--- config.mk ---
export PLATFORM = sky130hd
export DESIGN_NAME = via_cmd_queue
export DESIGN_NICKNAME = d
export VERILOG_FILES = /design/src/rtl/pitrex_via_pkg.sv /design/src/rtl/pitrex_sync_fifo.sv /design/src/rtl/via_cmd_queue.sv
export SDC_FILE = /design/constraint.sdc
export NUM_CORES = 1
export LEC_CHECK = 0
export CORE_ASPECT_RATIO = 0.75
export CORE_MARGIN = 1.5
export CORE_UTILIZATION = 45
export CTS_BUF_LIST = sky130_fd_sc_hd__clkbuf_8
export DETAILED_ROUTE_END_ITERATION = 8
export GPL_TIMING_DRIVEN = 1
export SLEW_MARGIN = 15
export SYNTH_ARGS = -nofsm -noshare
export SYNTH_HDL_FRONTEND = slang
export SYNTH_SLANG_ARGS = --single-unit
--- constraint.sdc ---
create_clock -name i_clk -period 4.1 [get_ports i_clk]
set_input_delay 0.82 -clock i_clk [delete_from_list [all_inputs] [get_ports i_clk]]
set_output_delay 0.82 -clock i_clk [all_outputs]
set_load 0.005 [all_outputs]
--- src/rtl/pitrex_via_pkg.sv ---
// Shared VIA command types for the PiTrex bus path.
// Used by the command queue and the Vectrex bus stage.
package pitrex_via_pkg;

  localparam int VIA_ADDR_W = 4;
  localparam int VIA_DATA_W = 8;

  // Chip-select base of the VIA in the Vectrex map; decoded by the bus stage.
  localparam logic [15:0] VIA_CS_BASE = 16'hD000;

  typedef struct packed {
    logic                  read;
    logic [VIA_ADDR_W-1:0] addr;
    logic [VIA_DATA_W-1:0] data;
  } via_cmd_t;

  // Reads carry no payload; the bus stage must see zero data for them.
  function automatic via_cmd_t via_cmd_mask(input via_cmd_t c);
    via_cmd_t r;
    r = c;
    if (c.read) begin
      r.data = '0;
    end
    return r;
  endfunction

endpackage

--- src/rtl/pitrex_sync_fifo.sv ---
// Single-clock first-word-fall-through FIFO of VIA commands.
// Pointers carry one extra wrap bit to separate full from empty.
module pitrex_sync_fifo
  import pitrex_via_pkg::*;
#(
  parameter int DEPTH = 16,
  localparam int AW = $clog2(DEPTH),
  localparam int PW = AW + 1
) (
  input  logic          i_clk,
  input  logic          i_rst,
  input  logic          i_push,
  input  via_cmd_t      i_cmd,
  output logic          o_full,
  input  logic          i_pop,
  output logic          o_empty,
  output via_cmd_t      o_head,
  output logic [PW-1:0] o_level
);

  via_cmd_t mem_q [DEPTH];

  logic [PW-1:0] wr_ptr_q, wr_ptr_d;
  logic [PW-1:0] rd_ptr_q, rd_ptr_d;
  logic          push_ok;
  logic          pop_ok;

  assign o_empty = (wr_ptr_q == rd_ptr_q);
  assign o_full  = (wr_ptr_q[AW-1:0] == rd_ptr_q[AW-1:0])
                && (wr_ptr_q[AW] != rd_ptr_q[AW]);

  // Full is taken from registered pointers only, so a same-cycle pop
  // never makes room for a push.
  assign push_ok = i_push && !o_full;
  assign pop_ok  = i_pop && !o_empty;

  assign o_head  = mem_q[rd_ptr_q[AW-1:0]];
  assign o_level = wr_ptr_q - rd_ptr_q;

  // Pointer advance; natural wrap of the PW-bit counters is modulo 2*DEPTH.
  always_comb begin
    wr_ptr_d = wr_ptr_q;
    rd_ptr_d = rd_ptr_q;
    if (push_ok) begin
      wr_ptr_d = wr_ptr_q + {{AW{1'b0}}, 1'b1};
    end
    if (pop_ok) begin
      rd_ptr_d = rd_ptr_q + {{AW{1'b0}}, 1'b1};
    end
  end

  // Pointer registers.
  always_ff @(posedge i_clk or posedge i_rst) begin
    if (i_rst) begin
      wr_ptr_q <= '0;
      rd_ptr_q <= '0;
    end else begin
      wr_ptr_q <= wr_ptr_d;
      rd_ptr_q <= rd_ptr_d;
    end
  end

  // Storage array; contents are don't-care until written.
  always_ff @(posedge i_clk) begin
    if (push_ok) begin
      mem_q[wr_ptr_q[AW-1:0]] <= i_cmd;
    end
  end

endmodule

--- src/rtl/via_cmd_queue.sv ---
// Pi-side VIA command queue and single-entry read response register.
// Define VIA_CMD_QUEUE_STATS_EN to add the o_high_water occupancy output.
module via_cmd_queue
  import pitrex_via_pkg::*;
#(
  parameter int DEPTH  = 16,
  parameter int ADDR_W = VIA_ADDR_W,
  parameter int DATA_W = VIA_DATA_W,
  localparam int LW = $clog2(DEPTH) + 1
) (
  input  logic              i_clk,
  input  logic              i_rst,
  input  logic              i_push,
  output logic              o_push_ready,
  input  logic [ADDR_W-1:0] i_cmd_addr,
  input  logic [DATA_W-1:0] i_cmd_data,
  input  logic              i_cmd_read,
  output logic              o_valid,
  output logic [ADDR_W-1:0] o_via_addr,
  output logic [DATA_W-1:0] o_via_data,
  output logic              o_via_read,
  input  logic              i_load,
  input  logic              i_rd_stb,
  input  logic [DATA_W-1:0] i_rd_data,
  output logic              o_rsp_valid,
  output logic [DATA_W-1:0] o_rsp_data,
  input  logic              i_rsp_ack,
`ifdef VIA_CMD_QUEUE_STATS_EN
  output logic [LW-1:0]     o_high_water,
`endif
  output logic [LW-1:0]     o_level,
  output logic              o_overflow,
  output logic              o_rsp_overrun
);

  localparam logic [LW-1:0] DEPTH_L = LW'(DEPTH);
  localparam logic [LW-1:0] ONE_L   = LW'(1);

  via_cmd_t cmd_in;
  via_cmd_t head;
  via_cmd_t head_vis;
  logic     full;
  logic     empty;

  logic [LW-1:0]     outst_q, outst_d;
  logic              rsp_valid_q, rsp_valid_d;
  logic [DATA_W-1:0] rsp_data_q, rsp_data_d;
  logic              overflow_q, overflow_d;
  logic              overrun_q, overrun_d;
  logic              rd_pop;
  logic              rd_take;

  assign cmd_in.read = i_cmd_read;
  assign cmd_in.addr = i_cmd_addr;
  assign cmd_in.data = i_cmd_data;

  pitrex_sync_fifo #(
    .DEPTH (DEPTH)
  ) u_fifo (
    .i_clk   (i_clk),
    .i_rst   (i_rst),
    .i_push  (i_push),
    .i_cmd   (cmd_in),
    .o_full  (full),
    .i_pop   (i_load),
    .o_empty (empty),
    .o_head  (head),
    .o_level (o_level)
  );

  assign o_push_ready = !full;
  assign o_valid      = !empty;

  // Bus-facing head is zeroed when empty and data-masked for reads.
  assign head_vis   = empty ? '0 : via_cmd_mask(head);
  assign o_via_addr = head_vis.addr;
  assign o_via_data = head_vis.data;
  assign o_via_read = head_vis.read;

  // A strobe only counts while some popped read is still unanswered.
  assign rd_pop  = i_load && !empty && head.read;
  assign rd_take = i_rd_stb && (outst_q != '0);

  // Outstanding-read bookkeeping, saturating at DEPTH.
  always_comb begin
    outst_d = outst_q;
    unique case ({rd_pop, rd_take})
      2'b10: begin
        if (outst_q != DEPTH_L) begin
          outst_d = outst_q + ONE_L;
        end
      end
      2'b01:   outst_d = outst_q - ONE_L;
      default: outst_d = outst_q;
    endcase
  end

  // Response capture, ack and sticky error flags.
  always_comb begin
    rsp_valid_d = rsp_valid_q;
    rsp_data_d  = rsp_data_q;
    overrun_d   = overrun_q;
    overflow_d  = overflow_q | (i_push && full);
    if (rd_take) begin
      rsp_data_d  = i_rd_data;
      rsp_valid_d = 1'b1;
      if (rsp_valid_q && !i_rsp_ack) begin
        overrun_d = 1'b1;
      end
    end else if (i_rsp_ack) begin
      rsp_valid_d = 1'b0;
    end
  end

  // Response and status registers.
  always_ff @(posedge i_clk or posedge i_rst) begin
    if (i_rst) begin
      outst_q     <= '0;
      rsp_valid_q <= 1'b0;
      rsp_data_q  <= '0;
      overflow_q  <= 1'b0;
      overrun_q   <= 1'b0;
    end else begin
      outst_q     <= outst_d;
      rsp_valid_q <= rsp_valid_d;
      rsp_data_q  <= rsp_data_d;
      overflow_q  <= overflow_d;
      overrun_q   <= overrun_d;
    end
  end

  assign o_rsp_valid   = rsp_valid_q;
  assign o_rsp_data    = rsp_data_q;
  assign o_overflow    = overflow_q;
  assign o_rsp_overrun = overrun_q;

`ifdef VIA_CMD_QUEUE_STATS_EN
  logic [LW-1:0] hw_q, hw_d;

  // Peak occupancy tracker; trails o_level by one cycle.
  always_comb begin
    hw_d = hw_q;
    if (o_level > hw_q) begin
      hw_d = (o_level > DEPTH_L) ? DEPTH_L : o_level;
    end
  end

  // High-water register.
  always_ff @(posedge i_clk or posedge i_rst) begin
    if (i_rst) begin
      hw_q <= '0;
    end else begin
      hw_q <= hw_d;
    end
  end

  assign o_high_water = hw_q;
`endif

endmodule
==> impl_metrics.env <==
export IMPL_h_tree_depth=2
export IMPL_grtUsageMet2_pct=30.8
export IMPL_totalWireLength_mm=20.9
export IMPL_portBuffers=57
export IMPL_min_path_type="register to register"
export IMPL_whs_ns=0.458
export IMPL_crit_type="register to output pin"
export IMPL_die_x_um=171
export IMPL_fill_cells=1638
export IMPL_run_status="complete, no violations"
export IMPL_vias_per_cell=5.48
export IMPL_ctsLongestPathBuffers=3
export IMPL_grt_busiest_layer="met2"
export IMPL_die_area_um2=22000
export IMPL_max_clock_freq_ghz=0.253
export IMPL_gp_congestion=0.846
export IMPL_drv_slew=0
export IMPL_p_int_mw=5.60
export IMPL_ir_worst_vdd_uv=338
export IMPL_root_buffer="clkbuf_8"
export IMPL_global_route_usage_met1_pct=28.7
export IMPL_die_h_um=129
export IMPL_p_leak_nw=3.94
export IMPL_grt_met3_usage_pct=4.40
export IMPL_yosysTopAreaCell="edfxtp_1"
export IMPL_async_reset_ff_share_pct=11.1
export IMPL_netlist_instances=490
export IMPL_grt_ovfl_total=0
export IMPL_numClockSinks=234
export IMPL_drt_pass1_iter_count=5
export IMPL_grt_antenna_before_repair=0
export IMPL_fin_crit_sh_pct=96.4
export IMPL_switching_power_mw=2.52
export IMPL_synth_distinct_cells=50
export IMPL_fin_crit_ns=3.95
export IMPL_crit_family="multiplexers"
export IMPL_place_hpwl_mm=12.9
export IMPL_synth_most_common_cell="edfxtp_1"
export IMPL_final_layout_size_suffix_gt1_share_pct=26.8
export IMPL_syn_nets=529
export IMPL_seq_area_frac_synth_pct=72.5
export IMPL_cp_required_ns=3.28
export IMPL_synth_top_cell_area_share_pct=65.6
export IMPL_syn_avg_cell_area_um2=19.4
export IMPL_synth_common_cells="edfxtp_1 (208), mux4_2 (60), nand2_1 (40)"
export IMPL_crit_path_max_fanout=20
export IMPL_post_cts_buffers=0
export IMPL_wl_per_cell_um=23.0
export IMPL_synth_edff_count=208
export IMPL_syn2layout_area_growth_pct=19.3
export IMPL_finalSetupViolCount=0
export IMPL_worst_setup_hold_path_clk_slew_ns=0.06
export IMPL_cp_arrival_ns=3.13
export IMPL_max_stage_delay_ns=0.58
export IMPL_swShare_pct=31.0
export IMPL_worst_path_buf_inv=2
export IMPL_slew_headroom_pct=34.5
export IMPL_power_frac_clock_pct=23.7
export IMPL_setup_tns_final_ns=0
export IMPL_synthFlopType="edfxtp_1"
export IMPL_placementRows=45
export IMPL_power_frac_comb_pct=37.8
export IMPL_insertion_delay_ns=0.52
export IMPL_insertedDiodeCount=0
export IMPL_crit_slowest_cell="mux4_2"
export IMPL_cts_buffers=38
export IMPL_start_kind="register"
export IMPL_crit_path_end_kind="output pin"
export IMPL_drc=0
export IMPL_p_seq_share_pct=38.5
export IMPL_core_area_um2=20500
export IMPL_initial_core_util_pct=46.4
export IMPL_pwr_density_cell_nw_per_um2=716
export IMPL_synth_seq_cells=234
export IMPL_grt_max_degree=27
export IMPL_drtIter0Drc=425
export IMPL_rsz0062_at_grt="false"
export IMPL_cts_tree="done"
export IMPL_critPathMostFrequentCell="mux4_2"
export IMPL_ioPinCount=58
export IMPL_hold_violations=0
export IMPL_max_cap_violations=0
export IMPL_crit_chain="buf_4, mux4_2, mux4_2, and3_1, clkdlybuf4s50_1"
export IMPL_grt_pass1_wl_mm=31.5
export IMPL_grt_usage_pct=20.0
export IMPL_drtAntennaViolNets=0
export IMPL_num_vias=4974
export IMPL_clock_skew_ns=0.0163
export IMPL_worstMarginPinSlew_ns=0.982
export IMPL_synth_area_leaders="edfxtp_1 (66%), mux4_2 (14%), dfrtp_1 (6.8%), nand2_1 (1.6%), ha_1 (1.4%)"
export IMPL_nNetsFinal=643
export IMPL_synth_area_um2=9520
export IMPL_synth_warnings=0
export IMPL_first_global_vias=5132
==> final cells by class <==
class | instances | area (µm²) | share of cell area [%]
tap | 282 | 353 | 3.11
timing repair buffer | 94 | 848 | 7.47
sequential | 234 | 6900 | 60.8
multi-input combinational | 222 | 2490 | 21.9
clock inverter | 21 | 148 | 1.30
inverter | 14 | 52.6 | 0.463
clock buffer | 41 | 564 | 4.97
==> flip-flops by register name, indices dropped and copies added (netlist names) <==
register         cells
o_overflow           1
u_fifo.wr_ptr_q      5
outst_q              5
o_rsp_data           8
u_fifo.rd_ptr_q      5
u_fifo.mem_q       208
o_rsp_overrun        1
o_rsp_valid          1
==> stage by stage <==
step	instances	cell area (µm²)	setup slack [ns]	utilization (%)	power, mW
5_1_grt	908	11400	0.0184	55.4	8.57
3_5_place_dp	846	10600	0.539	51.9	6.27
3_3_place_gp	846	10600	0.650	51.9	6.23
2_1_floorplan	490	9520	0.718	-	4.99
4_1_cts	908	11400	0.0873	55.4	8.23
6_report	908	11400	0.149	55.4	8.13
==> routing by layer <==
layer,vias to the layer above,share of wire [%]
li1,2180,-
met1,2598,46
met4,0,1.7
met2,165,47
met3,31,5.8
met5,-,0
==> timing repair <==
item / in CTS / in global routing
resized for setup: 1 / 1
hold buffers: 0 / 0
pin swaps: 0 / 0
cloned: 0 / 0
setup endpoints to repair: 1 / 8
==> final timing paths <==
check                                   startpoint                  to  slack, ns  cells past startpoint
worst min-delay path                    o_overflow          o_overflow       0.46                      1
worst max-delay path            u_fifo.rd_ptr_q[0]       o_via_data[7]       0.15                      5
worst min register to register          o_overflow          o_overflow       0.46                      1
min in group asynchronous                    i_rst  u_fifo.rd_ptr_q[1]       0.83                      2
max in group asynchronous                    i_rst  u_fifo.rd_ptr_q[0]       2.56                      2
worst max register to register  u_fifo.wr_ptr_q[2]          outst_q[4]       0.72                     13
==> power groups by stage <==
stage	Combinational (mW)	Sequential, mW	Clock (mW)
2_1_floorplan	1.92	3.07	0
3_3_place_gp	3.07	3.16	0
3_5_place_dp	3.10	3.17	0
4_1_cts	3.12	3.13	1.98
5_1_grt	3.32	3.16	2.09
6_report	3.07	3.13	1.92
==> cells by family after synthesis <==
kind of cell / after synthesis / synth area share [%]
flip-flops: 234 / 72.5
AND/OR/NAND/NOR: 98 / 5.05
multiplexers: 70 / 15.3
buffers and inverters: 34 / 1.62
AO/OA/AOI/OAI: 26 / 2.43
XOR/XNOR: 16 / 1.47
adder cells (fa/ha/maj): 12 / 1.66
==> cells in the final DEF, fill, tap and decap left out, drive strengths merged, types with 3 or more instances in the layout <==
cell type      count
nand2             40
dfrtp             26
and3               8
inv               26
nand2b             4
edfxtp           208
clkbuf            41
nor3               8
a21oi              4
clkdlybuf4s50     57
mux4              60
mux2               4
nand3              5
clkinv             5
mux2i              6
xnor2             12
a21o               3
and2               5
ha                11
nand4              3
buf               37
xor2               4
o21ai              6
nor2              18
==> worst reg2reg max path, delay by kind of cell (launching register included) <==
family,cells,cell delay (ns)
buffers and inverters,1,0.06
adders and majority gates,2,0.69
DFF,1,0.62
AOI/OAI and AO/OA,5,1.01
and+or+nand+nor,5,0.89
Note: power is estimated with default switching activity, not from simulation.
